[src/rtl/result_row_packer.sv]
// Captures 16-sample result bursts into a ping-pong 4x4 buffer and drains each frame as packed rows.
// Optional PACKER_ROWSUM_EN adds a registered signed per-row sum output (out_rowsum).
module result_row_packer #(
    parameter int unsigned W = 7,
    parameter int unsigned N = 4
) (
    input  logic                    clk,
    input  logic                    rst,
    input  logic                    in_valid,
    input  logic [W-1:0]            in_data,
    output logic                    out_valid,
    input  logic                    out_ready,
    output logic [N*W-1:0]          out_row,
    output logic [$clog2(N)-1:0]    out_row_idx,
    output logic                    out_last,
    output logic                    err_len,
    output logic                    err_ovf
`ifdef PACKER_ROWSUM_EN
    ,
    output logic signed [W+$clog2(N)-1:0] out_rowsum
`endif
);

    localparam int unsigned D  = N * N;
    localparam int unsigned RW = $clog2(N);
    localparam int unsigned AW = $clog2(D);
    localparam int unsigned CW = $clog2(D + 2);
    localparam int unsigned SW = W + RW;

    typedef enum logic [1:0] {CapArm, CapIdle, CapColl, CapDrop} cap_e;
    typedef enum logic [0:0] {DrIdle, DrOut} dr_e;

    cap_e          cap_q;
    dr_e           dr_q;
    logic [CW-1:0] cnt_q;
    logic          wb_q, rb_q;
    logic [1:0]    full_q, full_d;
    logic [W-1:0]  mem_q [2][D];

    logic          wr_en, commit, drain_hs, drain_clr, ld_en, ld_bank;
    logic [AW-1:0] wr_addr;
    logic [RW-1:0] ld_idx;

    // Row r of a bank occupies addresses {r, c} since N is a power of two.
    function automatic logic [N*W-1:0] pack_row(input logic b, input logic [RW-1:0] r);
        logic [N*W-1:0] row;
        row = '0;
        for (int c = 0; c < N; c++) begin
            row[c*W +: W] = mem_q[b][{r, RW'(c)}];
        end
        return row;
    endfunction

`ifdef PACKER_ROWSUM_EN
    function automatic logic signed [SW-1:0] sum_row(input logic b, input logic [RW-1:0] r);
        logic signed [SW-1:0] s;
        logic signed [W-1:0]  e;
        s = '0;
        for (int c = 0; c < N; c++) begin
            e = $signed(mem_q[b][{r, RW'(c)}]);
            s = s + SW'(e);
        end
        return s;
    endfunction
`endif

    always_comb begin
        wr_en   = in_valid && ((cap_q == CapIdle && !full_q[wb_q]) ||
                               (cap_q == CapColl && cnt_q < CW'(D)));
        wr_addr = (cap_q == CapIdle) ? '0 : cnt_q[AW-1:0];
        commit  = (cap_q == CapColl) && !in_valid && (cnt_q == CW'(D));
    end

    always_comb begin
        drain_hs  = out_valid && out_ready;
        drain_clr = drain_hs && out_last;
        full_d    = full_q;
        if (commit) full_d[wb_q] = 1'b1;
        if (drain_clr) full_d[rb_q] = 1'b0;
        // Drain decisions see this cycle's commit so a fresh frame shows up one cycle later.
        ld_bank = drain_clr ? ~rb_q : rb_q;
        ld_idx  = (dr_q == DrOut && !drain_clr) ? out_row_idx + RW'(1) : '0;
        ld_en   = (dr_q == DrIdle && full_d[rb_q]) ||
                  (drain_hs && (!out_last || full_d[~rb_q]));
    end

    always_ff @(posedge clk) begin
        if (wr_en) mem_q[wb_q][wr_addr] <= in_data;
    end

    always_ff @(posedge clk) begin
        if (rst) full_q <= '0;
        else     full_q <= full_d;
    end

    always_ff @(posedge clk) begin
        if (rst) begin
            cap_q   <= CapArm;
            cnt_q   <= '0;
            wb_q    <= 1'b0;
            err_len <= 1'b0;
            err_ovf <= 1'b0;
        end else begin
            err_len <= 1'b0;
            err_ovf <= 1'b0;
            unique case (cap_q)
                CapArm: if (!in_valid) cap_q <= CapIdle;
                CapIdle: begin
                    if (in_valid) begin
                        if (!full_q[wb_q]) begin
                            cap_q <= CapColl;
                            cnt_q <= CW'(1);
                        end else begin
                            cap_q <= CapDrop;
                        end
                    end
                end
                CapColl: begin
                    if (in_valid) begin
                        if (cnt_q != CW'(D + 1)) cnt_q <= cnt_q + CW'(1);
                    end else begin
                        if (cnt_q == CW'(D)) wb_q <= ~wb_q;
                        else                 err_len <= 1'b1;
                        cnt_q <= '0;
                        cap_q <= CapIdle;
                    end
                end
                CapDrop: begin
                    if (!in_valid) begin
                        err_ovf <= 1'b1;
                        cap_q   <= CapIdle;
                    end
                end
                default: cap_q <= CapArm;
            endcase
        end
    end

    always_ff @(posedge clk) begin
        if (rst) begin
            dr_q        <= DrIdle;
            rb_q        <= 1'b0;
            out_valid   <= 1'b0;
            out_row     <= '0;
            out_row_idx <= '0;
            out_last    <= 1'b0;
`ifdef PACKER_ROWSUM_EN
            out_rowsum  <= '0;
`endif
        end else begin
            if (drain_clr) rb_q <= ~rb_q;
            if (ld_en) begin
                dr_q        <= DrOut;
                out_valid   <= 1'b1;
                out_row     <= pack_row(ld_bank, ld_idx);
                out_row_idx <= ld_idx;
                out_last    <= (ld_idx == RW'(N - 1));
`ifdef PACKER_ROWSUM_EN
                out_rowsum  <= sum_row(ld_bank, ld_idx);
`endif
            end else if (drain_hs) begin
                dr_q      <= DrIdle;
                out_valid <= 1'b0;
                out_last  <= 1'b0;
            end
        end
    end

endmodule
[config.mk]
export PLATFORM = sky130hd
export DESIGN_NAME = result_row_packer
export DESIGN_NICKNAME = d
export VERILOG_FILES = /design/src/rtl/result_row_packer.sv
export SDC_FILE = /design/constraint.sdc
export NUM_CORES = 1
export LEC_CHECK = 0
export ABC_AREA = 1
export CAP_MARGIN = 15
export CORE_UTILIZATION = 50
export CTS_CLUSTER_DIAMETER = 100
export DETAILED_ROUTE_END_ITERATION = 12
export HOLD_SLACK_MARGIN = 0.03
export PLACE_DENSITY = 0.78
export SLEW_MARGIN = 30
export SYNTH_ARGS = -nofsm -noshare
export SYNTH_HDL_FRONTEND = slang
export SYNTH_SLANG_ARGS = --single-unit
[constraint.sdc]
create_clock -name clk -period 4.5 [get_ports clk]
set_clock_uncertainty 0.2 [all_clocks]
set_input_delay 0.45 -clock clk [delete_from_list [all_inputs] [get_ports clk]]
set_output_delay 0.45 -clock clk [all_outputs]
set_load 0.005 [all_outputs]
== Word level (Yosys, flattened, before mapping) ==
Memory sizes are Yosys's and may differ from the RTL's.
Cells that the tools add are included.

* Word-level logic and storage cells: 124
* Register bits: 45
* Bits in read-only memories: 0
* Input bits: 11
* Latch bits: 0
* Memories: 1
* Bits in writable memories: 224

* Reduce and logical (&&, ||, !) cells: 29
* Div/mod/pow operators: 0
* Multiply operators: 0
* Bitwise logic cells: 14
* Shift-type cells: 0
* $lt $le $gt $ge: 12
* Mux-type cells: 45
* Equality and inequality tests: 10
* Add/subtract/negate cells: 2

{| class="wikitable"
|+ Memories
! memory !! words !! width !! rd ports !! clocked after Yosys merged registers in !! write ports !! RTL line !! source
|-
| mem_q || 2 || 112 || 1 || 0 || 1 || 38 || <nowiki>logic [W-1:0] mem_q [2][D];</nowiki>
|}

{| class="wikitable"
|+ Operator list
! cell !! number
|-
| $bmux 7 s4 || 4
|-
| $mux 112 || 1
|-
| $mux 7 || 9
|-
| $demux 7 s4 || 1
|-
| $ge 5x5->1 const B || 5
|-
| $not 4->5 || 5
|-
| $mux 5 || 4
|-
| $mux 1 || 16
|-
| $logic_and 1x1->1 || 13
|-
| $mux 2 || 5
|-
| $pmux 5 s2 || 1
|-
| $eq 2x2->1 const B || 3
|-
| $lt 1x2->1 const B || 3
|-
| $ne 2x2->1 const B || 3
|-
| $not 1->1 || 6
|-
| $reduce_or 3->1 || 2
|-
| $add 5x1->5 const B || 1
|-
| $eq 5x5->1 const B || 1
|-
| $lt 5x1->1 const B || 1
|-
| $lt 5x5->1 const B || 1
|-
| $ne 5x5->1 const B || 1
|-
| $logic_not 1->1 || 4
|-
| $mux 4 || 1
|-
| $pmux 2 s2 || 1
|-
| other kinds (15) || 20
|}

== Logic depth before layout (Yosys ltp) ==
Gate-level depths: netlist of the first run.

* Depth after elaboration: 14
* Mapped depth: 15
* Gate-level depth less buffers: 13

== Worst setup path before layout of the first run ==
No wires, ideal clock.

* Path type: reg-to-reg
* From: register cap_q[0]
* To: memory mem_q[0][10] in the netlist's numbering, enable pin
* Data required time: 3940 ps
* Path slack: 2329 ps
* Period minus slack after synthesis: 2171 ps
* Cell stages (with the launch flop): 9
* Arrival: 1611 ps
* Cells stage by stage: dfxtp_1 inv_2 nor2_4 o211ai_1 o21ai_1 nand2_1 nor4_2 nand2_1 nor2_1

* Word-level cells in the longest chain between the ends: 8
* Elaborated cells on any way between the ends: 15

{| class="wikitable"
|+ Ends and longest elaborated chain
! item !! RTL line !! source
|-
| from (decl) || 33 || <nowiki>cap_e cap_q;</nowiki>
|-
| from (signal assigned) || 98 || <nowiki>cap_q <= CapArm;</nowiki>
|-
| from (signal assigned) || 107 || <nowiki>CapArm: if (!in_valid) cap_q <= CapIdle;</nowiki>
|-
| from (signal assigned) || 111 || <nowiki>cap_q <= CapColl;</nowiki>
|-
| $eq 2x1->1 || 68, 70 ||
|-
| $mux 4 || 70 || <nowiki>wr_addr = (cap_q == CapIdle) ? '0 : cnt_q[AW-1:0];</nowiki>
|-
| $not 4->5 (implied by the code) || 88 || <nowiki>if (wr_en) mem_q[wb_q][wr_addr] <= in_data;</nowiki>
|-
| $ge 5x5->1 (implied by the code) / $lt 5x1->1 (equally long branches) || 88 ||
|-
| $logic_and 1x1->1 (implied by the code) || 88 ||
|-
| $mux 7 (implied by the code) || 88 ||
|-
| $demux 7 s4 || 88 ||
|-
| $mux 112 (implied by the code) * || 88 ||
|-
| to (decl) || 38 ||
|}

Every way passes the cells marked *; elsewhere a longest branch is shown, timed or not.

== Worst setup path after layout of the first run ==
* From: register cap_q[0]
* To: memory mem_q[1][11] in the netlist's numbering, enable pin

The elaborated chain is that of the path after synthesis.

==> results of run 1 <==
sequential cells by signal, indices dropped and copies added (netlist names), 2 cells and up:
signal and cells:
full_q 2, cap_q 2, out_row_idx 2, out_row 28, mem_q 224, cnt_q 5
cell families after synthesis:
kind of cell	count (synthesis)	share of synthesized area
buf+inv	203	0.0720
simple gates	654	0.250
compound gates	74	0.0322
fa+ha+maj	3	0.00316
flops	269	0.642
worst reg2reg max path, cell delays in order (launching register included):
cell      delay, ns
dfxtp_1        0.35
inv_2          0.07
nor2_4         0.20
o211ai_1       0.19
o21ai_1        0.11
nand2_1        0.17
nor4_2         0.62
nand2_1        0.16
nor2_1         0.52
how the worst min path moves through the flow:
stage,start,endpoint,slack (ns),cells after the start
final,in_data[0],mem_q[0][14]$_DFFE_PP_,0.22,1
after global routing,in_data[0],mem_q[1][98]$_DFFE_PP_,0.25,1
after CTS,in_data[0],mem_q[0][14]$_DFFE_PP_,0.22,1
after detailed placement,cap_q[0]$_SDFFE_PP0P_,err_ovf$_SDFF_PP0_,0.31,2
after global placement,cap_q[0]$_SDFFE_PP0P_,cap_q[0]$_SDFFE_PP0P_,0.29,2
after floorplan,cap_q[0]$_SDFFE_PP0P_,cap_q[0]$_SDFFE_PP0P_,0.27,2
metrics by stage:
step / utilization / hold WS, ns
floorplan: - / 0.274
CTS: 0.574 / 0.224
global placement: 0.536 / 0.288
detailed placement: 0.536 / 0.308
global route: 0.574 / 0.247
finish: 0.574 / 0.221
routing by layer:
metal | vias to the layer above | wire, um
met5 | - | 0
li1 | 3979 | -
met1 | 3869 | 11300
met4 | 0 | 763
met3 | 65 | 2310
met2 | 376 | 12900
area by class of cell:
cell class	count	area [um^2]	share of cell area
clock inverters	12	116	0.00866
repair buffers	63	586	0.0436
well taps	319	399	0.0297
flip-flops and latches	269	7630	0.568
inverters	138	520	0.0387
multi-input cells	731	3400	0.253
clock buffers	40	787	0.0586
synth_stat cells, types with 5 or more instances:
library cell  count  area [um^2]
nand2_1         315         1180
edfxtp_1        224         6730
nor2_1          159          597
inv_1           129          484
nand3b_1         85          638
nand3_1          66          330
o21ai_1          59          295
dfxtp_1          45          901
buf_2            32          160
clkbuf_1         18         67.6
inv_2             8         30.0
nand2_2           7         43.8
o21ai_0           7         35.0
buf_4             6         45.0
a21oi_1           5         25.0
power breakdown:
part | switching, W | total (W) | leakage, nW | internal, W
sequential | 0.00000528 | 0.00271 | 2.38 | 0.00270
combinational | 0.0000873 | 0.000115 | 2.65 | 0.0000274
clock | 0.000917 | 0.00225 | 0.430 | 0.00133
total | 0.00101 | 0.00507 | 5.46 | 0.00406
==> key figures, run 1 <==
Outcome
  – Status: complete, but fails checks
  – Failing checks: design-rule violations

Timing
  – Setup_tns: 0 ns
  – Fin. max-slew vios: 0
  – Final period utilization: 0.661
  – Final min period: 2.97 ns
  – RSZ-0062 raised after global routing: no
  – Endpoints failing hold: 0
  – Max_slew headroom: 0.397
  – Setup violators final: 0
  – Fmax: 336 MHz
  – Tightest Pin Transition: 0.901 ns
  – Fin worst setup slack: 1.53 ns

Yosys
  – Top_reg_cell synth: edfxtp_1
  – Syn Inst Count: 1,203
  – Cell area after synthesis: 11,900 um^2
  – Syn Nets: 1,217
  – Sequential area share after synthesis: 0.642
  – FF+latch count, synth: 269
  – Yosys warnings: 0
  – FFs w/ async S/R, synth: 0
  – Mean post-synth cell area: 9.87 um^2
  – Post-synth EDFFs: 224
  – Cell variety after synth: 34

Power and ir drop
  – Static leakage: 5.46 nW
  – VDD IR max: 0.223 mV
  – Total Power: 0.00507 W
  – Pwr/cell area: 377 nW/um^2

Setup path
  – Critical Path Stages: 8
  – R2R depth: 8
  – Slowest Stage Delay on Critical Path: 0.62 ns
  – Most used cell, CP: nand2_1
  – Startpoint Class: flop
  – Crit path capture: mem_q[1][11]$_DFFE_PP_
  – Worst path required time: 4.47 ns
  – CP max-delay cell: nor4_2
  – Worst path top cell family by delay: simple AND/OR/NAND/NOR gates
  – Crit-path max FO: 8
  – Crit. End Element: flop
  – Cell chain of the critical path: inv_2 > nor2_4 > o211ai_1 > o21ai_1 > nand2_1 > nor4_2 > nand2_1 > nor2_1
  – Reg2Reg Setup Slack: 1.53 ns
  – FF-to-FF End: mem_q[1][11]$_DFFE_PP_
  – Worst path arrival time: 2.94 ns
  – Crit path kind: flop to flop
  – Buf/Inv on CP: 1
  – Critical Path Start: cap_q[0]$_SDFFE_PP0P_
  – R2r startpoint: cap_q[0]$_SDFFE_PP0P_

Detailed routing
  – Routed vias: 8,289
  – Routed vias/inst: 5.27
  – Total wire length: 27,300 um
  – DRC: 1
  – 1st-pass router iterations: 9
  – Routed length per placed instance: 17.4 um
  – Iteration-0 DRC Markers: 758
  – Post-route antenna net violation count: 0

Global routing
  – Total track usage: 0.229
  – Initial antenna violation count: 0
  – Largest net degree at the start of global routing: 75
  – Met3 Resource Use GR: 0.0386
  – Met2 Resource Use GR: 0.379
  – GRT met1 Usage: 0.304
  – Vias in the first global route: 8,116
  – Top Usage Layer GRT: met2
  – First-pass GRT wire length: 42,700 um
  – Congestion Overflow GR: 0

Placed design
  – Dpl ws: 1.31 ns
  – Final GP Congestion: 0.834
  – HPWL after DPL: 15,600 um
  – Placement-stage cell area: 12,500 um^2
  – IO Port Bufs: 44
  – Placed instance count: 1,520

Die
  – Initial core utilization: 0.508
  – Die Y: 156 um
  – Core Area: 23,400 um^2
  – Rows: 56
  – IO Pins: 45
  – Full die area: 24,400 um^2
  – Chip Width: 156 um

Clocking
  – Reg clk slew, reported paths: 0.06 ns
  – Post-CTS sizing: 0
  – TritonCTS Buffers: 28
  – Post-cts hold buffer count: 0
  – Clk root buf: clkbuf_16
  – CTS tree: built
  – Setup Buffers After CTS: 0
  – Htree depth: 1
  – Clk Latency, worst-skew pair: 0.54 ns
  – CTS Buffer Depth: 3
  – CTS Sinks: 269

Cells and area
  – Nets: 1,245
  – ANT cells: 0
  – Fin cells: 1,572
  – Most frequent cells in the layout: nand2_1, edfxtp_1, nor2_1
  – Fin area: 13,400 um^2
  – Filler cell count: 1,959
  – Layout area overhead: 13.1%
  – Layout cells sized above 1: 0.0702
  – Most common cell after layout, fill and taps aside: nand2_1

Worst hold path
  – Min-delay worst type: primary input to flop

Flow run
  – Max-capacitance violation count: 0
No activity file was read; power rests on OpenSTA's default activity.
==> run 2: changes to the inputs <==
- PLACE_DENSITY: 0.78 -> 0.81
- clock period: 4.5 -> 2.45 ns (I/O delays scaled with it)
==> key figures, run 2 (same netlist as run 1, synthesis figures left out) <==
Die
  – Core Area: 23,400 um^2
  – Chip Width: 156 um
  – IO Pins: 45
  – Die Y: 156 um
  – Rows: 56
  – Initial core utilization: 0.508
  – Full die area: 24,400 um^2

Detailed routing
  – Routed vias/inst: 5.33
  – 1st-pass router iterations: 6
  – Routed length per placed instance: 17.3 um
  – Routed vias: 8,616
  – Post-route antenna net violation count: 0
  – DRC: 0
  – Iteration-0 DRC Markers: 709
  – Total wire length: 28,000 um

Timing
  – Final min period: 2.37 ns
  – Setup violators final: 0
  – Setup_tns: 0 ns
  – Final period utilization: 0.966
  – Tightest Pin Transition: 0.583 ns
  – Endpoints failing hold: 0
  – Fin. max-slew vios: 0
  – Fmax: 423 MHz
  – Max_slew headroom: 0.610

Power and ir drop
  – VDD IR max: 0.538 mV
  – Clock power share: 0.427
  – Static leakage: 5.73 nW
  – Psw: 0.00185 W
  – Pwr/cell area: 655 nW/um^2
  – Combinational share of power: 0.025
  – Internal power: 0.00723 W
  – Total Power: 0.00908 W
  – Seq pwr share: 0.548
  – Sw Ratio: 0.204

Clocking
  – Htree depth: 1
  – CTS Buffer Depth: 3
  – CTS Sinks: 269
  – CTS tree: built
  – Reg clk slew, reported paths: 0.06 ns
  – Clk Latency, worst-skew pair: 0.55 ns
  – Clk root buf: clkbuf_16
  – TritonCTS Buffers: 27
  – Post-cts hold buffer count: 0

Cells and area
  – Largest register by flop count: mem_q
  – Layout area overhead: 16.7%
  – Nets: 1,291
  – Final core utilization: 0.592
  – Most common cell after layout, fill and taps aside: nand2_1
  – Fin area: 13,900 um^2
  – Layout cells sized above 1: 0.102
  – Biggest regs: mem_q x224, out_row x28, cnt_q x5
  – Max FFs per register: 224
  – ANT cells: 0
  – Most frequent cells in the layout: nand2_1, edfxtp_1, nor2_1
  – Fin cells: 1,616

Flow run
  – Max-capacitance violation count: 0

Setup path
  – FF-to-FF End: mem_q[1][3]$_DFFE_PP_
  – Worst path required time: 2.52 ns
  – Reg2Reg Setup Slack: 0.08 ns
  – Critical Path Start: cap_q[0]$_SDFFE_PP0P_
  – Worst path arrival time: 2.43 ns
  – Startpoint Class: flop
  – Crit. End Element: flop
  – R2r startpoint: cap_q[0]$_SDFFE_PP0P_
  – Crit path kind: flop to flop
  – Crit-path max FO: 7
  – R2R depth: 9

Global routing
  – Largest net degree at the start of global routing: 57
  – Initial antenna violation count: 0
  – First-pass GRT wire length: 44,300 um
  – Total track usage: 0.238
  – Congestion Overflow GR: 0
  – Vias in the first global route: 8,560

Outcome
  – Status: finished clean

Placed design
  – Placed instance count: 1,566
  – IO Port Bufs: 44
  – HPWL after DPL: 16,500 um
  – Final GP Congestion: 0.828
  – Placement-stage cell area: 13,000 um^2

Worst hold path
  – Hold endpoint: dr_q$_SDFFE_PP0P_
  – Hold_sp: out_ready
  – Hold Path Stages: 4
  – Min-delay worst type: primary input to flop
-- run 2: cell count changes in the layout (fill, tap and decap cells not counted), moves of 2 or more --
cell,change
buf_4,+37
clkdlybuf4s50_1,+2
inv_2,+2
nor4_4,+2
buf_12,+10
clkbuf_16,-2
nor4_2,-2
clkinvlp_4,-3
buf_2,-2
clkinv_2,+2
-- run 2: area by class of cell --
cell class | instances | area, um^2
clock buffer | 38 | 737
clock inverter | 11 | 83.8
fill | 1866 | 9550
inverter | 138 | 518
multi-input combinational | 731 | 3420
sequential | 269 | 7630
tap | 319 | 399
timing repair buffer | 110 | 1070
-- run 2: what timing repair did --
action | CTS | global route
endpoints found under the setup margin | 0 | 148
resized for setup | 0 | 4
setup buffers | 0 | 1
-- run 2: how the worst max path moves through the flow --
| stage | cells after the start | slack, ns | endpoint |
|---|---|---|---|
| CTS | 10 | 0.06 | mem_q[0][14]$_DFFE_PP_ |
| global route | 10 | -0.04 | mem_q[1][20]$_DFFE_PP_ |
| detailed placement | 7 | 0.03 | mem_q[1][7]$_DFFE_PP_ |
| finish | 9 | 0.08 | mem_q[1][3]$_DFFE_PP_ |
| global placement | 7 | 0.05 | mem_q[1][64]$_DFFE_PP_ |
| floorplan | 8 | 0.28 | mem_q[0][10]$_DFFE_PP_ |
-- run 2: per-layer routing --
metal	share of wire	global-route usage	up-vias
met4	0.031	0.0868	0
met5	0	0	-
met2	0.49	0.412	414
met1	0.39	0.299	4050
met3	0.090	0.0394	71
li1	-	-	4081
-- run 2: metrics by stage --
stage	setup WS, ns	hold slack, ns
floorplan	0.279	0.144
global placement	0.0466	0.285
detailed placement	0.0312	0.295
CTS	0.0591	0.180
global route	-0.0432	0.257
finish	0.0837	0.203
-- run 2: worst max-delay path: stages, from the launching register on --
cell	delay, ns
dfxtp_1	0.32
inv_2	0.10
nor2_4	0.05
buf_4	0.16
inv_1	0.13
nand2_1	0.08
nor2_1	0.43
nand2_1	0.19
nor2_1	0.23
buf_4	0.18
-- run 2: power by group through the flow --
stage,clock network (W),logic (W),registers (W)
after floorplan,0,0.0000885,0.00507
after global placement,0,0.000210,0.00507
after detailed placement,0,0.000215,0.00507
after CTS,0.00393,0.000216,0.00498
after global routing,0.00409,0.000250,0.00498
final,0.00388,0.000227,0.00498
==> run 3: changes to the inputs <==
- CAP_MARGIN: 15 -> 30
==> results of run 3 <==
No change in the layout: final DEF, timing and power equal those of run 2.
